File: src/rtl/ram64_arbiter.sv
// Two-port round-robin arbiter and zero-fill sequencer in front of a 64x16 ram64.
// Define RAM64_ARB_FIXED_PRIO_EN to give port 0 fixed priority over port 1.
module ram64_arbiter #(
    parameter int AW = 6,
    parameter int DW = 16
) (
    input  logic          clk,
    input  logic          reset,
    input  logic          req0,
    input  logic          we0,
    input  logic [AW-1:0] adr0,
    input  logic [DW-1:0] wdata0,
    output logic          gnt0,
    output logic          rvalid0,
    output logic [DW-1:0] rdata0,
    input  logic          req1,
    input  logic          we1,
    input  logic [AW-1:0] adr1,
    input  logic [DW-1:0] wdata1,
    output logic          gnt1,
    output logic          rvalid1,
    output logic [DW-1:0] rdata1,
    input  logic          clr,
    output logic          busy,
    output logic [AW-1:0] ram_adr,
    output logic [DW-1:0] ram_data,
    output logic          ram_load,
    input  logic [DW-1:0] ram_out
);

    // Handshake: a requester holds req/we/adr/wdata until it sees gnt high in
    // the same cycle; a granted read returns rdata with rvalid one cycle later.

    typedef enum logic {
        ARB   = 1'b0,
        CLEAR = 1'b1
    } state_t;

    state_t        state_q;
    state_t        state_d;
    logic [AW-1:0] cnt_q;
    logic          pick1;

`ifdef RAM64_ARB_FIXED_PRIO_EN
    assign pick1 = req1 & ~req0;
`else
    // last_q names the port served most recently; the other one wins a tie.
    logic last_q;

    assign pick1 = req1 & (~req0 | ~last_q);

    always_ff @(posedge clk) begin
        if (reset) begin
            last_q <= 1'b1;
        end else if (gnt0) begin
            last_q <= 1'b0;
        end else if (gnt1) begin
            last_q <= 1'b1;
        end
    end
`endif

    always_comb begin
        state_d  = state_q;
        gnt0     = 1'b0;
        gnt1     = 1'b0;
        ram_adr  = adr0;
        ram_data = wdata0;
        ram_load = 1'b0;
        case (state_q)
            ARB: begin
                if (pick1) begin
                    gnt1     = 1'b1;
                    ram_adr  = adr1;
                    ram_data = wdata1;
                    ram_load = we1;
                end else if (req0) begin
                    gnt0     = 1'b1;
                    ram_load = we0;
                end
                if (clr) begin
                    state_d = CLEAR;
                end
            end
            CLEAR: begin
                ram_adr  = cnt_q;
                ram_data = '0;
                ram_load = 1'b1;
                if (cnt_q == {AW{1'b1}}) begin
                    state_d = ARB;
                end
            end
            default: state_d = ARB;
        endcase
        // A grant issued while reset is high must not reach the RAM.
        if (reset) begin
            gnt0     = 1'b0;
            gnt1     = 1'b0;
            ram_load = 1'b0;
        end
    end

    always_ff @(posedge clk) begin
        if (reset) begin
            state_q <= ARB;
            cnt_q   <= '0;
            busy    <= 1'b0;
            rvalid0 <= 1'b0;
            rvalid1 <= 1'b0;
            rdata0  <= '0;
            rdata1  <= '0;
        end else begin
            state_q <= state_d;
            busy    <= (state_d == CLEAR);
            cnt_q   <= (state_q == ARB) ? '0 : cnt_q + 1'b1;
            rvalid0 <= gnt0 & ~we0;
            rvalid1 <= gnt1 & ~we1;
            if (gnt0 && !we0) begin
                rdata0 <= ram_out;
            end
            if (gnt1 && !we1) begin
                rdata1 <= ram_out;
            end
        end
    end

endmodule

File: config.mk
export PLATFORM = sky130hd
export DESIGN_NAME = ram64_arbiter
export DESIGN_NICKNAME = d
export VERILOG_FILES = /design/src/rtl/ram64_arbiter.sv
export SDC_FILE = /design/constraint.sdc
export NUM_CORES = 1
export LEC_CHECK = 0
export CAP_MARGIN = 20
export CORE_MARGIN = 4
export CORE_UTILIZATION = 39
export DETAILED_ROUTE_END_ITERATION = 8
export PLACE_DENSITY_LB_ADDON = 0.05
export SLEW_MARGIN = 10
export SYNTH_ARGS = -nofsm -noshare
export SYNTH_HDL_FRONTEND = slang
export SYNTH_SLANG_ARGS = --single-unit
File: constraint.sdc
create_clock -name clk -period 5.06 [get_ports clk]
set_input_delay 1.012 -clock clk [delete_from_list [all_inputs] [get_ports clk]]
set_output_delay 1.012 -clock clk [all_outputs]
set_load 0.02 [all_outputs]
==> impl_metrics.ini, run 1 <==
[timing]
fin_crit_sh = 0.804
fmax_mhz = 246
grt_setup_unrepaired = false
finalHoldViolations = 0
worst_pin_slew_ns = 1.02
maxSlewHeadroom = 0.318
setup-tns-final_ns = 0
fin_skew_ns = 0.00455
fin_crit_ns = 4.07
setup_viol = 0
slew_violations = 0

[global_routing]
grt_pass1_wl_um = 10500
antenna_found_initial = 0
grt_pass1_vias = 2129
grt_usage = 0.212
gr-total-overflow = 0
grt_max_degree = 34

[floorplan]
core_um2 = 4850
start_util = 0.412
die_y_um = 79.6
rows = 25
die_x_um = 79.6
ios = 127
die_area_um2 = 6330

[hold_path]
min-delay-path-class = reg -> reg
hold_depth = 2

[layout]
antenna_cells = 0
seq_area_um2 = 841
fillers = 406
nets = 430
final_area_um2 = 3400
multi_input_area_um2 = 1070
drive_gt1_frac = 0.0909
area_delta_synth_final_pct = 70.1

[worst_setup_path]
slowest_delay_ns = 0.65
crit_family = buffers and inverters
crit_path_end_kind = output port
cpMostUsedCell = clkdlybuf4s50_1
crit_arrival_ns = 3.06
crit_fanout = 24
r2r_cells = 3
path_depth = 5
path_cells = clkdlybuf4s50_1, a21bo_2, mux2i_1, o21ai_0, clkdlybuf4s50_1
critPathLaunchType = input pin
worst-path-buf-inv = 2
critical_path_class = in -> out
critPathRequiredTime_ns = 4.05
cp_slowest_cell = clkdlybuf4s50_1

[synthesis]
syn_avg_cell_area_um2 = 8.29
synth-seq-area-share = 0.421
synth_edf_count = 0
synth_ff_type = dfxtp_1
synthTopCellsByCount = nand2_1 (55), dfxtp_1 (42), o21ai_0 (22)
syn_area_um2 = 2000
synth_area_leaders = dfxtp_1 (42%), nand2_1 (10%), mux2_4 (6.8%)
synth_most_common_cell = nand2_1
synth_cell_type_count = 32
yosysTopAreaCellShare = 0.421
synth_nets = 309
ys_async_sr_fraction = 0
yosysWarnings = 0
synth_largest_area_cell = dfxtp_1
synth_seq_cells = 42
syn_inst = 241

[clock_tree]
cts_htree_levels = 2
clkTransAtPathRegs_ns = 0.07
clockBufferDepth = 2
cts_made_buffers = 5
cts-root-buf = clkbuf_8
cts_resized = 0
clock_latency_ns = 0.29
cts_setup_buffers = 0
ctsHoldBuffers = 0
tritoncts = built
cts_sinks = 42

[placement]
finalWeightedCongestion = 0.800
io_buffers = 126
hpwlAfterDp_um = 4860
postPlaceCellArea_um2 = 3310

[drt]
vias = 2091
post_drt_wl_per_cell_um = 15.3
drcViolationCount = 0
ant_nets = 0
wirelength_um = 6560
first_iter_violations = 97
first_pass_iters = 4
wl_met2_um = 3310
wl_met3_um = 336
avgViaCountPerCell = 4.86
top_layer = met4
wl_met1_um = 2820

[status]
status = completed

[power]
vdd_drop_max_mv = 0.189
power_density_nw_per_um2 = 235
finalPower_mw = 0.799
leakage_nw = 1.29

[job]
max_cap_violations = 0
cell usage in the layout (no fill, tap or decap), drive strengths merged:
| master | instances |
|---|---|
| o21ai | 22 |
| or3b | 1 |
| a21boi | 1 |
| a221o | 1 |
| xor2 | 2 |
| clkbuf | 7 |
| buf | 5 |
| a21oi | 17 |
| mux2 | 16 |
| mux2i | 5 |
| dfxtp | 42 |
| nor2 | 6 |
| clkinv | 2 |
| ha | 1 |
| or3 | 1 |
| xnor2 | 1 |
| nor3 | 7 |
| nand2 | 55 |
| o22ai | 1 |
| and3 | 2 |
| clkdlybuf4s50 | 126 |
| nand3 | 19 |
| a211oi | 2 |
| nor2b | 17 |
| inv | 1 |
| a21bo | 1 |
| and2 | 1 |
| nand2b | 1 |
path summary, 6_finish.rpt:
| check | from | to | slack, ns |
|---|---|---|---|
| min | rdata1[4] | rdata1[4] | 0.46 |
| min reg2reg | rdata1[4] | rdata1[4] | 0.46 |
| max reg2reg | state_q | rdata0[13] | 2.52 |
| max | req0 | ram_adr[4] | 0.99 |
power by group:
| group | switching (mW) | internal, mW | total, mW |
|---|---|---|---|
| combinational | 0.101 | 0.124 | 0.224 |
| sequential | 0.0118 | 0.344 | 0.355 |
| clock | 0.109 | 0.110 | 0.219 |
sequential cells by signal, indices dropped and copies added, names as in the netlist:
register and cells:
state_q 1, rvalid0 1, cnt_q 6, rdata1 16, rdata0 16, rvalid1 1, last_q 1
area by class of cell:
class                   instances  share of cell area
clock inverters                 1             0.00147
clock buffers                   7              0.0254
flip-flops and latches         42               0.248
repair buffers                131               0.382
well taps                      67              0.0247
multi-input cells             180               0.316
inverters                       2             0.00221
logic make-up after synthesis:
logic type,Yosys count,synth area share
AOI/OAI and AO/OA,45,0.122
xor gates and xnor gates,3,0.0132
adders and majority gates,1,0.00626
buffers and inverters,19,0.0426
DFF,42,0.421
muxes,21,0.132
and+or+nand+nor,110,0.263
metrics by stage:
| step | instances | worst slack [ns] | util | hold WS, ns |
|---|---|---|---|---|
| 6_report | 430 | 0.992 | 0.701 | 0.461 |
| 2_1_floorplan | 241 | 1.81 | - | 0.471 |
| 3_3_place_gp | 422 | 1.05 | 0.682 | 0.446 |
| 4_1_cts | 430 | 0.988 | 0.701 | 0.465 |
| 5_1_grt | 430 | 0.852 | 0.701 | 0.513 |
| 3_5_place_dp | 422 | 0.992 | 0.682 | 0.450 |
tightest hold or removal path: cells and delay by family, from the launching register on:
family	cells	cell delay [ns]
simple gates	1	0.05
flops	1	0.31
compound gates	1	0.06
routing by layer:
metal / track usage / up-vias
met5: 0 / -
met3: 0.0530 / 8
met2: 0.370 / 62
met4: 0.0550 / 0
met1: 0.257 / 966
li1: - / 1055
Note: power is estimated with default switching activity, not from simulation.
==> run 2: changes to the inputs <==
- CORE_UTILIZATION: 39 -> 36
- clock period: 5.06 -> 4.1 ns (I/O delays scaled with it)
==> run 2 against run 1 <==
Sequential power up 23%. Combinational power up 24%. Critical path type unchanged. Non-clock buffer count up 1. Wire length down 1.4%.
==> impl_metrics.ini, run 2 (synthesis results as in run 1) <==
[layout]
seq_area_um2 = 841
final_area_um2 = 3420
final_cell_mix = clkdlybuf4s50_1 (126), nand2_1 (55), dfxtp_1 (42)
fillers = 452
nets = 431
fin_cells = 434
area_delta_synth_final_pct = 71.4
final_common_cell = clkdlybuf4s50_1
antenna_cells = 0
multi_input_area_um2 = 1070
largest_registers = rdata0 x16, rdata1 x16, cnt_q x6
drive_gt1_frac = 0.0907
fin_util = 0.654

[floorplan]
ios = 127
rows = 26
die_y_um = 82.5
die_x_um = 82.5
core_um2 = 5240
start_util = 0.381
die_area_um2 = 6800

[timing]
setup-tns-final_ns = 0
fin_crit_ns = 3.71
finalWorstSetupSlack_ns = 0.394
fmax_mhz = 270
fin_crit_sh = 0.904
fin_skew_ns = 0.00373
worst_pin_slew_ns = 0.848
maxSlewHeadroom = 0.434
finalHoldViolations = 0
whs_ns = 0.465
slew_violations = 0
setup_viol = 0
grt_setup_unrepaired = false

[global_routing]
grt_pass1_vias = 2076
grt_pass1_wl_um = 9980
antenna_found_initial = 0
grt_max_degree = 28
grt_usage = 0.191
gr-total-overflow = 0

[drt]
drcViolationCount = 0
vias = 2083
first_iter_violations = 87
ant_nets = 0
avgViaCountPerCell = 4.80
wirelength_um = 6470
first_pass_iters = 4
post_drt_wl_per_cell_um = 14.9

[clock_tree]
cts_setup_buffers = 0
clkTransAtPathRegs_ns = 0.07
cts_htree_levels = 2
clock_latency_ns = 0.29
tritoncts = built
ctsHoldBuffers = 0
cts-root-buf = clkbuf_8
cts_resized = 0
cts_made_buffers = 5
clockBufferDepth = 2
cts_sinks = 42

[worst_setup_path]
cp_slowest_cell = clkdlybuf4s50_1
crit_arrival_ns = 2.89
crit_fanout = 10
crit_path_end_kind = output port
cpMostUsedCell = clkdlybuf4s50_1
path_cells = clkdlybuf4s50_1, a21boi_2, buf_4, nand2_1, a21oi_1, clkdlybuf4s50_1
slowest_delay_ns = 0.64
critical_path_class = in -> out
critPathRequiredTime_ns = 3.28
reg2reg_slack_ns = 1.81
critPathLaunchType = input pin

[placement]
place_inst = 426
hpwlAfterDp_um = 4750
io_buffers = 126
dp_worst_setup_slack_ns = 0.399
finalWeightedCongestion = 0.815
postPlaceCellArea_um2 = 3320

[power]
vdd_drop_max_mv = 0.228
power_density_nw_per_um2 = 301
leakage_nw = 1.30
finalPower_mw = 1.03

[job]
max_cap_violations = 0

[status]
status = completed

[hold_path]
min-delay-path-class = reg -> reg
## run 2: cell count changes in the layout (fill, tap and decap cells not counted), sizes merged
cell    previous run  this run
buf                5         6
bufinv             0         1
clkinv             2         1
## run 2: worst max-delay path, delay by kind of cell
family	cells	cell delay (ns)
AO/OA/AOI/OAI	2	0.60
buffers and inverters	3	1.41
AND/OR/NAND/NOR	1	0.06
## run 2: cell type report
cell class                 count  share of cell area
clock buffer                   7              0.0223
clock inverter                 1             0.00877
inverter                       2             0.00219
multi-input combinational    180               0.314
sequential                    42               0.246
tap                           70              0.0256
timing repair buffer         132               0.382
## run 2: path summary, 6_finish.rpt
check / from / end / cells past startpoint
min: rdata1[5] / rdata1[5] / 2
max: req1 / ram_data[3] / 6
min reg2reg: rdata1[5] / rdata1[5] / 2
max reg2reg: state_q / rdata0[11] / 5
## run 2: routing by layer
layer  wire length (um)  GRT usage
met5                  0          0
met2               3220      0.337
met4                134     0.0648
met1               2730      0.226
met3                386     0.0434
## run 2: report_power, final
group	internal (mW)	switching, mW	total, mW
Sequential	0.424	0.0131	0.437
Combinational	0.153	0.125	0.278
Clock	0.182	0.135	0.317
